===== src/rtl/cmsdk_ahb_param_reg_pkg.sv =====
// Shared definitions for the parametrised AHB-Lite register slave:
// FSM encoding, AHB field constants, ID register offsets and byte-strobe decode.
package cmsdk_ahb_param_reg_pkg;

    typedef enum logic [1:0] {
        ST_IDLE = 2'd0,
        ST_WAIT = 2'd1,
        ST_ERR1 = 2'd2,
        ST_ERR2 = 2'd3
    } state_e;

    localparam logic [1:0] HTRANS_IDLE   = 2'b00;
    localparam logic [1:0] HTRANS_BUSY   = 2'b01;
    localparam logic [1:0] HTRANS_NONSEQ = 2'b10;
    localparam logic [1:0] HTRANS_SEQ    = 2'b11;

    localparam logic [2:0] HSIZE_BYTE = 3'd0;
    localparam logic [2:0] HSIZE_HALF = 3'd1;
    localparam logic [2:0] HSIZE_WORD = 3'd2;

    localparam logic HRESP_OKAY  = 1'b0;
    localparam logic HRESP_ERROR = 1'b1;

    // Byte offsets of the ID registers, which occupy the top two words of the window
    function automatic logic [31:0] id0_offset(input int aw);
        return (32'd1 << aw) - 32'd4;
    endfunction

    function automatic logic [31:0] id1_offset(input int aw);
        return (32'd1 << aw) - 32'd8;
    endfunction

    function automatic logic [3:0] byte_strobe(input logic [2:0] size, input logic [1:0] addr_lo);
        logic [3:0] strb;
        case (size)
            HSIZE_BYTE: strb = 4'b0001 << addr_lo;
            HSIZE_HALF: strb = addr_lo[1] ? 4'b1100 : 4'b0011;
            HSIZE_WORD: strb = 4'b1111;
            default:    strb = 4'b0000;
        endcase
        return strb;
    endfunction

endpackage


===== src/rtl/cmsdk_ahb_param_reg_bank.sv =====
// Register array with byte-lane write enables and a read mux that also
// serves the two read-only identification words.
module cmsdk_ahb_param_reg_bank
    import cmsdk_ahb_param_reg_pkg::*;
#(
    parameter int ADDRWIDTH = 12,
    parameter int NUM_REGS  = 8
) (
    input  logic                   clk,
    input  logic                   rst,
    input  logic [ADDRWIDTH-3:0]   idx,
    input  logic [3:0]             wr_strobe,
    input  logic [31:0]            wr_data,
    input  logic [3:0]             eco_rev,
    output logic [31:0]            rd_data
);

    localparam int IDXW = ADDRWIDTH - 2;
    localparam logic [IDXW-1:0] ID0_IDX = IDXW'(id0_offset(ADDRWIDTH) >> 2);
    localparam logic [IDXW-1:0] ID1_IDX = IDXW'(id1_offset(ADDRWIDTH) >> 2);

    logic [31:0] regs_r [NUM_REGS];
    logic [31:0] reg_mux_s;

    // Register storage: cleared on reset, strobed lanes written otherwise
    always_ff @(posedge clk) begin
        if (rst) begin
            for (int i = 0; i < NUM_REGS; i++) begin
                regs_r[i] <= 32'h0000_0000;
            end
        end else begin
            for (int i = 0; i < NUM_REGS; i++) begin
                for (int b = 0; b < 4; b++) begin
                    if (wr_strobe[b] && (idx == IDXW'(i))) begin
                        regs_r[i][8*b +: 8] <= wr_data[8*b +: 8];
                    end
                end
            end
        end
    end

    // AND-OR mux keeps out-of-range indices reading zero without array bounds issues
    always_comb begin
        reg_mux_s = 32'h0000_0000;
        for (int i = 0; i < NUM_REGS; i++) begin
            reg_mux_s = reg_mux_s | ({32{idx == IDXW'(i)}} & regs_r[i]);
        end
    end

    // Final read selection including the identification words
    always_comb begin
        rd_data = 32'h0000_0000;
        if (idx == ID0_IDX) begin
            rd_data = {28'h000_0000, eco_rev};
        end else if (idx == ID1_IDX) begin
            rd_data = 32'(NUM_REGS);
        end else begin
            rd_data = reg_mux_s;
        end
    end

endmodule


===== src/rtl/cmsdk_ahb_param_reg_slave.sv =====
// AHB-Lite register slave: address capture, legality decode, wait-state and
// two-cycle ERROR sequencing around the register bank.
module cmsdk_ahb_param_reg_slave
    import cmsdk_ahb_param_reg_pkg::*;
#(
    parameter int ADDRWIDTH   = 12,
    parameter int NUM_REGS    = 8,
    parameter int WAIT_STATES = 0
) (
    input  logic                 HCLK,
    input  logic                 HRESET,
    input  logic [3:0]           ECOREVNUM,
    input  logic                 HSELS,
    input  logic [ADDRWIDTH-1:0] HADDRS,
    input  logic [1:0]           HTRANSS,
    input  logic [2:0]           HSIZES,
    input  logic                 HWRITES,
    input  logic                 HREADYS,
    input  logic [31:0]          HWDATAS,
    output logic                 HREADYOUTS,
    output logic                 HRESPS,
    output logic [31:0]          HRDATAS
);

    localparam int IDXW = ADDRWIDTH - 2;
    localparam logic [IDXW-1:0] ID0_IDX    = IDXW'(id0_offset(ADDRWIDTH) >> 2);
    localparam logic [IDXW-1:0] ID1_IDX    = IDXW'(id1_offset(ADDRWIDTH) >> 2);
    localparam logic [IDXW-1:0] NUM_REGS_I = IDXW'(NUM_REGS);
    localparam logic [2:0]      WAIT_INIT  = 3'(WAIT_STATES);

    state_e            state_r, state_n;
    logic [2:0]        cnt_r, cnt_n;
    logic              dphase_r;
    logic              write_r;
    logic [IDXW-1:0]   idx_r;
    logic [3:0]        strobe_r;

    logic              hready_s;
    logic              accept_s;
    logic              illegal_s;
    logic [IDXW-1:0]   addr_idx_s;
    logic              hit_reg_s;
    logic              hit_id_s;
    logic              misalign_s;
    logic [3:0]        wr_strobe_s;
    logic [31:0]       bank_rdata_s;

    assign hready_s   = (state_r == ST_IDLE) || (state_r == ST_ERR2);
    assign accept_s   = HSELS && HREADYS && hready_s &&
                        ((HTRANSS == HTRANS_NONSEQ) || (HTRANSS == HTRANS_SEQ));
    assign addr_idx_s = HADDRS[ADDRWIDTH-1:2];

    // Address-phase legality decode
    always_comb begin
        hit_reg_s  = (addr_idx_s < NUM_REGS_I);
        hit_id_s   = (addr_idx_s == ID0_IDX) || (addr_idx_s == ID1_IDX);
        misalign_s = ((HSIZES == HSIZE_HALF) && HADDRS[0]) ||
                     ((HSIZES == HSIZE_WORD) && (HADDRS[1:0] != 2'b00));
        illegal_s  = !(hit_reg_s || hit_id_s) || (HWRITES && hit_id_s) ||
                     (HSIZES > HSIZE_WORD) || misalign_s;
    end

    // FSM and wait-counter state register
    always_ff @(posedge HCLK) begin
        if (HRESET) begin
            state_r <= ST_IDLE;
            cnt_r   <= 3'd0;
        end else begin
            state_r <= state_n;
            cnt_r   <= cnt_n;
        end
    end

    // Next-state logic; ERR2 accepts a new transfer exactly as IDLE does
    always_comb begin
        state_n = state_r;
        cnt_n   = cnt_r;
        case (state_r)
            ST_IDLE, ST_ERR2: begin
                if (accept_s) begin
                    if (illegal_s) begin
                        state_n = ST_ERR1;
                    end else if (WAIT_INIT != 3'd0) begin
                        state_n = ST_WAIT;
                        cnt_n   = WAIT_INIT;
                    end else begin
                        state_n = ST_IDLE;
                    end
                end else begin
                    state_n = ST_IDLE;
                end
            end
            ST_WAIT: begin
                if (cnt_r <= 3'd1) begin
                    state_n = ST_IDLE;
                    cnt_n   = 3'd0;
                end else begin
                    cnt_n   = cnt_r - 3'd1;
                end
            end
            ST_ERR1: begin
                state_n = ST_ERR2;
            end
            default: begin
                state_n = ST_IDLE;
                cnt_n   = 3'd0;
            end
        endcase
    end

    // Data-phase capture; only legal transfers open a data phase here
    always_ff @(posedge HCLK) begin
        if (HRESET) begin
            dphase_r <= 1'b0;
            write_r  <= 1'b0;
            idx_r    <= '0;
            strobe_r <= 4'b0000;
        end else if (hready_s) begin
            dphase_r <= accept_s && !illegal_s;
            write_r  <= accept_s && HWRITES;
            idx_r    <= addr_idx_s;
            strobe_r <= byte_strobe(HSIZES, HADDRS[1:0]);
        end
    end

    // Writes commit only in the completing cycle of a legal write
    always_comb begin
        if (dphase_r && write_r && (state_r == ST_IDLE)) begin
            wr_strobe_s = strobe_r;
        end else begin
            wr_strobe_s = 4'b0000;
        end
    end

    // Bus response derived from the FSM state
    always_comb begin
        HREADYOUTS = 1'b1;
        HRESPS     = HRESP_OKAY;
        case (state_r)
            ST_IDLE: begin
                HREADYOUTS = 1'b1;
                HRESPS     = HRESP_OKAY;
            end
            ST_WAIT: begin
                HREADYOUTS = 1'b0;
                HRESPS     = HRESP_OKAY;
            end
            ST_ERR1: begin
                HREADYOUTS = 1'b0;
                HRESPS     = HRESP_ERROR;
            end
            ST_ERR2: begin
                HREADYOUTS = 1'b1;
                HRESPS     = HRESP_ERROR;
            end
            default: begin
                HREADYOUTS = 1'b1;
                HRESPS     = HRESP_OKAY;
            end
        endcase
    end

    // Read data is visible only during a legal read data phase
    always_comb begin
        if (dphase_r && !write_r) begin
            HRDATAS = bank_rdata_s;
        end else begin
            HRDATAS = 32'h0000_0000;
        end
    end

    cmsdk_ahb_param_reg_bank #(
        .ADDRWIDTH (ADDRWIDTH),
        .NUM_REGS  (NUM_REGS)
    ) u_bank (
        .clk       (HCLK),
        .rst       (HRESET),
        .idx       (idx_r),
        .wr_strobe (wr_strobe_s),
        .wr_data   (HWDATAS),
        .eco_rev   (ECOREVNUM),
        .rd_data   (bank_rdata_s)
    );

endmodule

===== config.mk =====
export PLATFORM = sky130hd
export DESIGN_NAME = cmsdk_ahb_param_reg_slave
export DESIGN_NICKNAME = d
export VERILOG_FILES = /design/src/rtl/cmsdk_ahb_param_reg_pkg.sv /design/src/rtl/cmsdk_ahb_param_reg_bank.sv /design/src/rtl/cmsdk_ahb_param_reg_slave.sv
export SDC_FILE = /design/constraint.sdc
export NUM_CORES = 1
export LEC_CHECK = 0
export CAP_MARGIN = 20
export CORE_MARGIN = 8
export CORE_UTILIZATION = 32
export DETAILED_ROUTE_END_ITERATION = 16
export PLACE_DENSITY = 0.54
export SYNTH_ARGS = -nofsm -noshare
export SYNTH_HDL_FRONTEND = slang
export SYNTH_HIERARCHICAL = 1
export SYNTH_SLANG_ARGS = --single-unit

===== constraint.sdc =====
create_clock -name HCLK -period 3.1 [get_ports HCLK]
set_input_delay 0.62 -clock HCLK [delete_from_list [all_inputs] [get_ports HCLK]]
set_output_delay 0.62 -clock HCLK [all_outputs]
set_load 0.005 [all_outputs]

# Word level (Yosys, flattened, before mapping)
# Memories as Yosys holds them, arrays and structs flattened.
# Index checks and enable logic that the tools add are counted.
# Widths: inputs -> output; s select.
[op_classes]
bitwise = 47
eq_ne = 19
n_reduce_logical = 62
magnitude_cmp = 3
shifts = 1
n_mux = 143
add_sub_neg = 1
[ops]
columns = ["operator", "n"]
rows = [
  ["$and 32x32->32", 8],
  ["$mux 8", 32],
  ["$or 32x32->32", 7],
  ["$mux 1", 98],
  ["$mux 32", 3],
  ["$logic_and 1x1->1", 43],
  ["$eq 10x10->1 const B", 4],
  ["$eq 10x3->1 const B", 4],
  ["$or 1x1->1", 32],
  ["$eq 10x2->1 const B", 2],
  ["$pmux 4 s3", 1],
  ["$eq 10x1->1 const B", 1],
  ["$logic_not 10->1", 1],
  ["$lt 10x4->1 const B", 1],
  ["$eq 2x2->1 const B", 4],
  ["$logic_or 1x1->1", 8],
  ["$mux 4", 2],
  ["$reduce_or 2->1", 4],
  ["$mux 2", 3],
  ["$pmux 2 s3", 1],
  ["$pmux 1 s2", 2],
  ["$shl 1x2->4 const A", 1],
  ["$eq 3x1->1 const B", 1],
  ["$eq 3x2->1 const B", 1],
  ["other kinds (10)", 12],
]
[word_totals]
word_cells = 283
mem_count = 1
ramBits = 256
inputBits = 58
output_inout_bits = 34
regBits = 21
[mem_list]
columns = ["name", "words", "width", "read_ports", "rd_clocked_by_memory_dff", "wr", "line", "source"]
rows = [
  ["u_bank.regs_r", 8, 32, 8, 0, 8, "cmsdk_ahb_param_reg_bank.sv:22", "logic [31:0] regs_r [NUM_REGS];"],
]

# Logic depth before layout (Yosys ltp)
[logic_depth]
depth_word = 12
depth_mapped = 8
mapped_depth_nobuf = 6

# Cells and area by module
# The synthesis kept the hierarchy.
[modules_own_cells]
columns = ["module", "cells_each", "area_each_um2", "n_inst"]
rows = [
  ["cmsdk_ahb_param_reg_bank", 850, 11481.0, 1],
  ["cmsdk_ahb_param_reg_slave", 149, 1276.2, 1],
]

# Worst setup path after synthesis
# No wires, ideal clock.
[synth_timing]
path_type = "flip-flop to output port"
start = "register idx_r[5]"
end = "output port HRDATAS[15]"
t_arrival_ps = 1808
n_path_buf = 2
required_ps = 2480
path_slack_ps = 672
stages_incl_launch_ff = 8
cell_sequence = "dfxtp_1 -> or4_1 -> buf_6 -> nor4b_4 -> buf_4 -> a22oi_1 -> o21ai_0 -> and2_1"
[synth_between]
elab_chain_cells = 12
[synth_lines]
columns = ["element", "line", "source"]
rows = [
  ["start: declaration", "cmsdk_ahb_param_reg_slave.sv:35", "logic [IDXW-1:0] idx_r;"],
  ["start signal: assignment", "cmsdk_ahb_param_reg_slave.sv:121", "idx_r <= addr_idx_s;"],
  ["$eq 10x1->1 / $logic_not 10->1 (equally long branches)", "cmsdk_ahb_param_reg_bank.sv:46", "reg_mux_s = reg_mux_s | ({32{idx == IDXW'(i)}} & regs_r[i]);"],
  ["$and 32x32->32", "cmsdk_ahb_param_reg_bank.sv:46", ""],
  ["$or 32x32->32 (7 in a row)", "cmsdk_ahb_param_reg_bank.sv:46", ""],
  ["$mux 32", "cmsdk_ahb_param_reg_bank.sv:55", "end else if (idx == ID1_IDX) begin"],
  ["$mux 32 *", "cmsdk_ahb_param_reg_bank.sv:53", "if (idx == ID0_IDX) begin"],
  ["named net bank_rdata_s[15]", "cmsdk_ahb_param_reg_slave.sv:46", "logic [31:0] bank_rdata_s;"],
  ["$mux 32 *", "cmsdk_ahb_param_reg_slave.sv:165", "if (dphase_r && !write_r) begin"],
  ["end: declaration", "cmsdk_ahb_param_reg_slave.sv:22", "output logic [31:0] HRDATAS"],
]
# Mark *: on every way through the listed nets, which the timed path passes. The rest lies on a longest branch.

# Final worst setup path
# Same ends and word-level chain as after synthesis.

==> results_dict.tcl <==
set metrics [dict create \
    pwr_density_cell_nw_per_um2 548 \
    ys_warn_count 6 \
    p_seq_frac 0.487 \
    grt_max_degree 49 \
    cp_num_buf_inv 5 \
    fin_skew_ps 8.06 \
    multi_input_area_sq_um 4540 \
    vias_per_cell 5.10 \
    yosysTopAreaCellShare 0.603 \
    cp-end-kind "output pin" \
    ys_seq_area_frac 0.636 \
    crit_fanout 6 \
    rsz0062_at_grt "yes" \
    synth_most_common_cell "edfxtp_1" \
    diodes 0 \
    synthTopCellsByCount "edfxtp_1, nor2_1, mux2i_1" \
    wl_per_cell_um 22.4 \
    drive_above_1_share 0.241 \
    netlist_instances 999 \
    synth-seq-cells 277 \
    drt_pass1_iterations 5 \
    vias 8679 \
    synth_cell_types 66 \
    io_buffers 90 \
    ios 92 \
    ys.flop_type "edfxtp_1" \
    timing.final.setup_violations 21 \
    p_leak_nw 5.63 \
    wirelength_mm 38.0 \
    max_freq_mhz 311 \
    synth_area_per_cell_sq_um 12.8 \
    nets 1218 \
    violations "setup timing" \
    drc 0 \
    cp_slowest_cell "or4_4" \
    crit_type "flip-flop to output pin" \
    syn_area_sq_um 12800 \
    drv_slew 0 \
    yosys-top-cells-area "edfxtp_1, nor2_1, mux4_2, mux2i_1, dfxtp_1" \
    fin_crit_sh 1.04 \
    synth-simple-area-share 0.148 \
    gp_congestion 0.791 \
    path_cells "or4_4, buf_6, nor4_4, buf_6, buf_12, a22oi_2, o21ai_1, buf_4, and2_1, buf_2" \
    num_rows 73 \
    synth_mux_area_frac 0.0911 \
    p_int_mw 6.83 \
    yosysTopAreaCell "edfxtp_1" \
    max_cap_violations 0 \
    cts.sinks 277 \
    grt_pass1_wl_mm 56.7 \
    async_flop_share 0 \
    synth-edff-count 256 \
    hpwl_mm 24.4 \
    synth_compound_area_frac 0.0875 \
    clockBufferDepth 3 \
    synthToLayoutAreaGrowth_pct 26.8 \
    coreArea_sq_um 39500 \
    p_clk_frac 0.400 \
    worst_setup_path_start_kind "flip-flop" \
    drtIter0Drc 769 \
    die_area_sq_um 46500 \
    ctsHtreeMaxLevel 1 \
    worst_hold_path_type "flip-flop to flip-flop" \
    start_util 0.323 \
    num-fill-cells 3714 \
    grt.total_usage 0.159 \
    synthXorXnorAreaFrac 0 \
    ant_nets 0 \
    area.sequential_sq_um 8120 \
    tightest_slew_ps 677 \
    synthesis.nets 1063 \
    finalSetupTns_ps -1470 \
    clock_latency_ps 540 \
    antenna_found_initial 0 \
    critPathTopFamily "simple AND/OR/NAND/NOR gates" \
    ir_drop_mv 0.395 \
    gr-total-overflow 0 \
    synth_top_family_by_area "simple AND/OR/NAND/NOR gates" \
    timing.slew.headroom 0.549 \
    dp_cells 1615 \
    finalNonFillerCells 1701 \
    p_sw_mw 2.03 \
    hold_viol_final 0 \
    crit_required_ps 2480 \
    grt_pass1_vias 8998 \
    die_w_um 216 \
    chipHeight_um 216 \
    outcome "finished, violations left" \
    holdWs_ps 464 \
    period_needed_ps 3210 \
    clk_pin_slew_ps 60 \
    slowest_delay_ps 610 \
    setup_ws_ps -114 \
    power_frac_comb 0.113 \
    synth_fa_ha_area_frac 0.00588 \
    p_sw_frac 0.229 \
    cts_tree "built" \
    cts_root_buf "clkbuf_16" \
    cts_buffers 29 \
    crit_path_frequent_cell "buf_6" \
    arrival_ps 2590 \
]
## power groups by stage
stage               Sequential (mW)  Combinational [mW]  Clock (mW)
floorplan                      4.36               0.475           0
global placement               4.39               0.825           0
detailed placement             4.39               0.825           0
CTS                            4.32               0.986        3.60
global route                   4.33                1.06        3.73
finish                         4.32                1.00        3.54
## per-layer routing
layer  share of wire  global-route usage  vias to the layer above  wire length, um
met5               0                   0                        -                0
met4           0.021              0.0404                        0              793
met3           0.053              0.0201                       49             2020
met2            0.49               0.271                      260            18600
met1            0.44               0.211                     4387            16700
li1                -                   -                     3983                -
## area by class of cell
cell class	count	share of cell area
Sequential cell	277	0.502
Multi-Input combinational cell	639	0.281
Timing Repair Buffer	199	0.115
Clock buffer	40	0.0493
Tap cell	525	0.0406
Clock inverter	13	0.0104
Inverter	8	0.00217
## per-stage QoR
stage                     worst slack (ps)  total power, mW  cell area [sq um]  utilization
after detailed placement             -75.6             5.22              14600        0.369
final                                 -114             8.86              16200        0.409
after global routing                  -207             9.13              16200        0.409
after global placement               -76.3             5.21              14600        0.369
after CTS                             -233             8.90              16100        0.407
after floorplan                        672             4.83              12800            -
## cell families (layout without fill, tap and decap cells)
family                     count (synthesis)  in the layout
AOI/OAI and AO/OA                        158            158
adders and majority gates                  6              6
buffers and inverters                     83            260
DFF                                      277            277
muxes                                     83             83
and+or+nand+nor                          392            392
## placed cells by master, fill, tap and decap left out, types with 4 or more instances in the layout
master | netlist | layout
nor2b_1 | 39 | 38
dfxtp_1 | 21 | 15
clkbuf_1 | 37 | 8
nand2_1 | 47 | 47
inv_1 | 7 | 7
and2_1 | 37 | 35
mux2_2 | 5 | 5
clkdlybuf4s50_1 | 0 | 57
o22ai_2 | 1 | 7
mux2i_1 | 52 | 52
o21ai_2 | 1 | 4
a22oi_1 | 27 | 20
buf_6 | 8 | 23
edfxtp_1 | 256 | 256
o21ai_1 | 3 | 13
o22ai_1 | 18 | 6
clkinv_2 | 0 | 4
buf_2 | 20 | 29
a21o_1 | 34 | 34
a22oi_2 | 0 | 7
clkbuf_16 | 0 | 29
bufinv_16 | 0 | 4
nand3_1 | 6 | 5
buf_12 | 0 | 9
mux4_2 | 26 | 26
nor2_1 | 221 | 220
ha_1 | 6 | 6
buf_4 | 3 | 73
o22ai_4 | 0 | 6
o21ai_0 | 27 | 14
a21oi_1 | 14 | 12
a22o_1 | 13 | 13
## worst reg2reg max path: stages (launching register included)
cell     delay, ps
dfxtp_1        310
or4_4          610
or2_4          300
buf_6          140
buf_12         120
buf_16         130
buf_4          140
nor3_2         350
a21o_1         490
## sequential cells by signal (all words and copies together), names as in the netlist
| name | count |
|---|---|
| cnt_r | 3 |
| dphase_r | 1 |
| idx_r | 10 |
| state_r | 2 |
| strobe_r | 4 |
| u_bank/regs_r | 256 |
| write_r | 1 |
## repair_timing
item | 4_1_cts | 5_1_grt
pin swaps | 17 | 6
endpoints found under the setup margin | 32 | 32
hold buffers | 0 | 0
cloned | 3 | 0
resized for setup | 223 | 15
setup buffers | 29 | 4
## worst paths after layout
| path | from | endpoint | slack, ps | cells after the start |
|---|---|---|---|---|
| worst min register to register | strobe_r[0] | strobe_r[0] | 460 | 2 |
| worst min-delay path | strobe_r[0] | strobe_r[0] | 460 | 2 |
| worst max-delay path | idx_r[5] | HRDATAS[15] | -110 | 10 |
| worst max register to register | idx_r[5] | u_bank/regs_r[0][117] | 160 | 8 |
Power figures use the tool's default switching activity.
